[src/rtl/present_pkg.sv]
// Shared PRESENT definitions: nibble type, S-box tables, lookup helper and FSM state encoding.
package present_pkg;

  typedef logic [3:0] nibble_t;

  typedef enum logic [1:0] {StIdle, StBusy, StDone} layer_state_e;

  // Element i holds S(i); element 0 is the rightmost nibble of the literal.
  localparam nibble_t [15:0] SboxFwd = 64'h21748FE3DA09B65C;
  localparam nibble_t [15:0] SboxInv = 64'hA970364BD21C8FE5;

  function automatic nibble_t sbox(input nibble_t x, input logic inv);
    return inv ? SboxInv[x] : SboxFwd[x];
  endfunction

  function automatic int unsigned state_bits(input int unsigned nibbles);
    return 4 * nibbles;
  endfunction

endpackage

[src/rtl/sbox_nibble.sv]
// Single 4-bit PRESENT substitution, forward or inverse, purely combinational.
module sbox_nibble
  import present_pkg::*;
(
  input  nibble_t nibble_i,
  input  logic    inv_i,
  output nibble_t nibble_o
);

  assign nibble_o = sbox(nibble_i, inv_i);

endmodule

[src/rtl/sbox_layer_iter.sv]
// Iterative PRESENT S-box layer: substitutes NIBBLES_PER_CYCLE nibbles per clock over a wide state,
// with valid/ready on both sides and a per-operation forward/inverse mode.
module sbox_layer_iter
  import present_pkg::*;
#(
  parameter int unsigned NIBBLES           = 16,
  parameter int unsigned NIBBLES_PER_CYCLE = 4
) (
  input  logic                   clk,
  input  logic                   rst,
  input  logic                   in_valid,
  output logic                   in_ready,
  input  logic                   in_inv,
  input  logic [4*NIBBLES-1:0]   in_state,
  output logic                   out_valid,
  input  logic                   out_ready,
  output logic [4*NIBBLES-1:0]   out_state
);

  localparam int unsigned Steps = NIBBLES / NIBBLES_PER_CYCLE;
  localparam int unsigned Cw    = (Steps > 1) ? $clog2(Steps) : 1;

  if (NIBBLES_PER_CYCLE == 0 || (NIBBLES % NIBBLES_PER_CYCLE) != 0) begin : g_bad_npc
    $error("NIBBLES_PER_CYCLE must divide NIBBLES exactly");
  end

  layer_state_e                                 state_q;
  logic [Cw-1:0]                                step_q;
  logic                                         inv_q;
  nibble_t [Steps-1:0][NIBBLES_PER_CYCLE-1:0]   work_q;
  nibble_t [NIBBLES_PER_CYCLE-1:0]              sub_chunk;

  for (genvar i = 0; i < NIBBLES_PER_CYCLE; i++) begin : g_sbox
    sbox_nibble u_sbox (
      .nibble_i (work_q[step_q][i]),
      .inv_i    (inv_q),
      .nibble_o (sub_chunk[i])
    );
  end

  always_ff @(posedge clk) begin
    if (rst) begin
      state_q   <= StIdle;
      step_q    <= '0;
      inv_q     <= 1'b0;
      work_q    <= '0;
      out_valid <= 1'b0;
    end else begin
      unique case (state_q)
        StIdle: begin
          if (in_valid) begin
            work_q  <= in_state;
            inv_q   <= in_inv;
            step_q  <= '0;
            state_q <= StBusy;
          end
        end
        StBusy: begin
          // Chunks are rewritten in place, lowest first.
          work_q[step_q] <= sub_chunk;
          if (step_q == Cw'(Steps - 1)) begin
            state_q   <= StDone;
            out_valid <= 1'b1;
          end else begin
            step_q <= step_q + 1'b1;
          end
        end
        StDone: begin
          if (out_ready) begin
            out_valid <= 1'b0;
            state_q   <= StIdle;
          end
        end
        default: state_q <= StIdle;
      endcase
    end
  end

  assign in_ready  = (state_q == StIdle);
  assign out_state = work_q;

endmodule

[config.mk]
export PLATFORM = sky130hd
export DESIGN_NAME = sbox_layer_iter
export DESIGN_NICKNAME = d
export VERILOG_FILES = /design/src/rtl/present_pkg.sv /design/src/rtl/sbox_nibble.sv /design/src/rtl/sbox_layer_iter.sv
export SDC_FILE = /design/constraint.sdc
export NUM_CORES = 1
export LEC_CHECK = 0
export CAP_MARGIN = 20
export CORE_UTILIZATION = 40
export DETAILED_ROUTE_END_ITERATION = 10
export GPL_ROUTABILITY_DRIVEN = 0
export GPL_TIMING_DRIVEN = 0
export PLACE_DENSITY = 0.67
export RECOVER_POWER = 100
export SLEW_MARGIN = 10
export SYNTH_ARGS = -nofsm -noshare
export SYNTH_HDL_FRONTEND = slang
export SYNTH_SLANG_ARGS = --single-unit
[constraint.sdc]
create_clock -name clk -period 3.3 [get_ports clk]
set_clock_uncertainty 0.15 [all_clocks]
set_input_delay 0.825 -clock clk [delete_from_list [all_inputs] [get_ports clk]]
set_output_delay 0.825 -clock clk [all_outputs]
set_load 0.01 [all_outputs]
---- Word-level counts from Yosys, hierarchy flattened ----
Memory sizes are Yosys's and may differ from the RTL's.
Index checks and enable logic that the tools add are counted.
Widths: inputs -> output; s select.
cells by class
  divide/modulo/power cells ............... 0
  multipliers ............................. 0
  bitwise operators ....................... 0
  reduce and logical (&&, ||, !) cells .... 9
  equal/unequal tests ..................... 7
  shift operators ......................... 0
  add/sub/neg operators ................... 1
  multiplexer cells ....................... 29
  order comparisons ....................... 6
operators by type and width
  kind                 count
  $pmux 64 s2          1
  $bwmux 64            1
  $mux 64              1
  $mux 4               12
  $bmux 16 s2          1
  $demux 16 s2         1
  $mux 16              2
  $lt 4x5->1 const B   4
  $mux 2               5
  $reduce_and 3->1     3
  $ne 2x2->1 const B   4
  $pmux 2 s3           1
  $eq 2x2->1 const B   2
  $pmux 2 s2           1
  $reduce_and 2->1     2
  $reduce_bool 2->1    2
  $lt 2x3->1 const B   1
  $add 2x1->2 const B  1
  $eq 2x1->1 const B   1
  $ge 2x1->1 const B   1
  $logic_not 2->1      1
  $mux 1               2
  $pmux 1 s2           1
  $logic_and 1x1->1    1
storage, ports and cells
  input bits .............................. 69
  bits in registers ....................... 70
  logic and storage cells ................. 80
  memory bits (writable) .................. 0
  bits in latches ......................... 0
  ROM bits ................................ 512
  memories kept ........................... 8
memory list
  memory            depth  width  rd ports  clocked after Yosys merged registers in  wr ports  RTL line           RTL
  (name not given)  16     4      1         0                                        0         present_pkg.sv:13  return inv ? SboxInv[x] : SboxFwd[x];
  (name not given)  16     4      1         0                                        0         present_pkg.sv:13
  (name not given)  16     4      1         0                                        0         present_pkg.sv:13
  (name not given)  16     4      1         0                                        0         present_pkg.sv:13
  (name not given)  16     4      1         0                                        0         present_pkg.sv:13
  (name not given)  16     4      1         0                                        0         present_pkg.sv:13
  +2 memories       n/a    n/a    n/a       n/a                                      n/a       n/a

---- Logic depth before layout (Yosys ltp) ----
  depth in word-level cells ............... 7
  gate-level depth with buffers ........... 12
  gate-level depth less buffers ........... 9

---- Modules after synthesis ----
A second synthesis with hierarchy kept.
unflattened totals
  cells, all modules ...................... 519
  area, all modules ....................... 4863.4 µm²
by module, submodules not included
  module                              times used  cells an instance  area an instance (µm²)  sequential area each (µm²)
  sbox_layer_iter                     1           363                3548.4                  1401.3
  sbox_nibble (g_sbox[0].u_sbox ...)  3           38                 326.6                   0.0
  sbox_nibble (g_sbox[1].u_sbox)      1           42                 335.3                   0.0

---- Least setup slack after synthesis ----
Ideal clock, no wire load.
  path kind ............................... register -> register
  start point ............................. reg step_q[1]
  end point ............................... reg work_q, in the netlist out_state[48]
  path buffers ............................ 2
  cell stages (with the launch flop) ...... 12
  slack ................................... 0.335 ns
  required time ........................... 3.016 ns
  data arrival time ....................... 2.681 ns
  clock period less this slack ............ 2.965 ns
  setup time .............................. 0.134 ns
  cell sequence ........................... dfxtp_1 > buf_6 > buf_2 > clkinv_1 > mux2i_1 > inv_1 > ha_1 > nor2b_1 > a31oi_1 > and4b_1 > a221oi_2 > o22ai_1
between the ends
  word-level cells in the longest chain between the ends .. 7
ends and longest elaborated chain
  what                           RTL line               RTL
  start, declared                sbox_layer_iter.sv:28  logic [Cw-1:0] step_q;
  start signal, assigned         sbox_layer_iter.sv:65  step_q <= step_q + 1'b1;
  $bmux 16 s2                    sbox_layer_iter.sv:35  .nibble_i (work_q[step_q][i]),
  $mux 16                        n/a
  $mem_v2 16x4                   n/a
  $mux 4 (implied by the code)   present_pkg.sv:13
  $mux 4                         present_pkg.sv:13
  $bwmux 64 (*)                  sbox_layer_iter.sv:60  work_q[step_q] <= sub_chunk;
  $pmux 64 s2 (*)                sbox_layer_iter.sv:49  unique case (state_q)
  end signal, assigned           sbox_layer_iter.sv:52  work_q <= in_state;
  end signal, assigned by index  sbox_layer_iter.sv:60
  end, declared                  sbox_layer_iter.sv:30  nibble_t [Steps-1:0][NIBBLES_PER_CYCLE-1:0] work_q;
Mark *: on every way between the ends. The rest lies on a longest branch, timed or not. The select of a mux whose other input is x is not followed.
A chain may end at the register's enable or synchronous reset.

---- Final worst setup path ----
  start point ............................. in rst
  end point ............................... reg work_q, in the netlist out_state[0]
RTL lines
  what             RTL line               RTL
  start, declared  sbox_layer_iter.sv:10  input logic rst,
No word-level cell between the ends.

==> qor.txt <==
status: finished, final reports clean
hold_buf cts: 0
startpoint of the worst register-to-register path: step_q[1]$_SDFFE_PP0P_
Post-synth EDFFs: 0
Final ANT Viol Nets: 0
CTS max path bufs: 2
fin crit share: 99.0%
IO Port Bufs: 133
maximum vdd drop: 0.315 mV
ys async rst share: 0%
placed wire-length estimate: 16.3 mm
CP Launch Type: input pin
Final nets: 898
drt first pass iters: 5
largest net degree at the start of global routing: 11
Slew @ Worst Pin: 969 ps
initial antenna violation count: 0
CTS tree: yes
cts bufs inserted: 9
# DRC: 0
crit path time final: 3270 ps
worst endpoint required time: 3340 ps
hold path startpoint: out_valid$_SDFFE_PP0P_
CP arrival: 3310 ps
Max Fanout on Critical Path: 10
worst min-delay path endpoint: out_valid$_SDFFE_PP0P_
DIE AREA: 14,600 sq um
maximum clock rate: 306 MHz
Slew HR: 35.4%
Yosys cell types: 50
Layout fillers: 1,227
via count: 6,169
unrepaired setup endpoints after global routing: false
leakage: 2.85 nW
power per cell area: 450 nW/um^2
Hold Violations, Final: 0
register area share after synthesis: 24.7%
commonest cells after routing, fill and taps aside: 72 x a21oi_1, 69 x dfxtp_1, 67 x clkdlybuf4s50_1
max-slew violation count: 0
synth-to-layout area growth: 34.0%
FF-to-FF path depth: 10
grt ovf: 0
Post-synth top flop: dfxtp_1
max_cap viols: 0
Post-Syn Area per Cell: 8.70 sq um
worst reg2reg setup slack: 90 ps
Synth Warn #: 0
row cnt: 43
Yosys reg bits: 70
mapped cell area: 5660 sq um
Hold Path Class: reg2reg
element type at the critical path end: register
clk slew on worst S/H paths: 60 ps
drt total wl: 22.9 mm
worst hold margin: 362 ps
r2r endpoint: out_state[58]$_SDFFE_PP0P_
Clock Latency Late Sink: 360 ps
global-route wire length before repair: 34.6 mm
share of layout cells above drive strength 1: 12.3%
initial DRC count: 620
hold depth: 2
IO Pins: 135
via density per instance: 6.29
final cell count without fillers: 980
clk sinks: 70
wire per inst: 23.3 microns
Total Power: 0.00341 W
Net Count, Synth: 752
Die W: 121 microns
placed insts: 964
gate count of the mapped netlist: 651
leading cell type in the layout, fill and taps excluded: a21oi_1
vias in the first global route: 6,046
Root Driver: clkbuf_16
Crit Path Class: in2reg
H-tree levels: 3
Core Area: 13,800 sq um
Tot GR Track Use: 31.6%
Initial Util: 41.0%
Die Y: 121 microns
Final setup viols: 0
# diodes: 0
## cell usage after synthesis (all sizes together) (9+ instances only)
cell    instances  area, sq um
a21oi          72          360
dfxtp          70         1400
o22ai          47          307
a22oi          46          345
nand2          40          150
clkbuf         36          135
ha             32          400
nand2b         28          175
mux2           26          293
a21o           24          180
nor3           23          115
buf            20          130
mux2i          19          190
nand3b         17          128
mux4           16          372
xnor2          16          140
inv            14         52.6
nor2           14         52.6
nor2b          14         87.6
a211oi         11         92.6
a221oi         10          119
nor3b           9         67.6
## layout make-up
type / count / area, sq um / share of cell area, %
Buffer: 56 / 275 / 3.63
Clock buffer: 13 / 260 / 3.43
Timing Repair Buffer: 135 / 1350 / 17.7
Clock inverter: 1 / 30.0 / 0.396
Inverter: 16 / 62.6 / 0.824
Tap cell: 180 / 225 / 2.97
Sequential cell: 70 / 1400 / 18.5
Multi-Input combinational cell: 509 / 3990 / 52.5
## worst max-delay path by stage
stage,endpoint,from,depth (start not counted)
after floorplan,out_state[48]$_SDFFE_PP0P_,step_q[1]$_SDFFE_PP0P_,11
after detailed placement,out_state[32]$_SDFFE_PP0P_,step_q[1]$_SDFFE_PP0P_,11
final,out_state[0]$_SDFFE_PP0P_,rst,5
after global placement,out_state[16]$_SDFFE_PP0P_,step_q[1]$_SDFFE_PP0P_,11
after global routing,out_state[0]$_SDFFE_PP0P_,rst,5
after CTS,out_state[58]$_SDFFE_PP0P_,step_q[0]$_SDFFE_PP0P_,11
## flip-flops by register name, summed over array words and instances, names as in the netlist
signal and count:
inv_q 1, out_state 64, out_valid 1, state_q 2
step_q 2
## repair_timing
action	4_1_cts	5_1_grt
pin swaps	0	1
buffers inserted	0	2
gates resized for setup	5	18
setup endpoints to repair	27	47
## per-stage QoR
stage | area, sq um | util (%) | setup TNS (ps) | setup WS [ps]
after floorplan | 5660 | - | 0 | 335
after global placement | 7220 | 52.2 | -7130 | -520
after detailed placement | 7220 | 52.2 | -7300 | -502
after CTS | 7530 | 54.5 | 0 | 2.98
after global routing | 7590 | 54.9 | 0 | 1.48
final | 7590 | 54.9 | 0 | 34.1
## power breakdown
group / switching (W) / total [W] / internal [W]
combinational: 0.000733 / 0.00137 / 0.000640
clock: 0.000376 / 0.000994 / 0.000618
sequential: 0.000123 / 0.00105 / 0.000923
total: 0.00123 / 0.00341 / 0.00218
## critical path, cell delays in order
cell,delay [ps]
dlygate4sd3_1,580
clkbuf_1,520
clkbuf_1,460
clkbuf_1,770
o22ai_1,150
## logic make-up (layout without fill, tap and decap cells)
family | after synthesis | after routing | synth area share, %
adders and majority gates | 32 | 32 | 7.07
buffers and inverters | 72 | 221 | 5.74
and+or+nand+nor | 165 | 165 | 16.6
AOI/OAI and AO/OA | 235 | 235 | 28.3
DFF | 70 | 70 | 24.7
xor gates and xnor gates | 16 | 16 | 2.47
muxes | 61 | 61 | 15.1
## metal layers
layer  share of wire, %  GRT usage [%]  vias to the layer above
li1                   -              -                     2762
met1                 41           40.5                     2914
met2                 45           48.5                      420
met3                 11           10.3                       73
met4                3.2           13.2                        0
met5                  0              0                        -
Note: power is estimated with default switching activity, not from simulation.
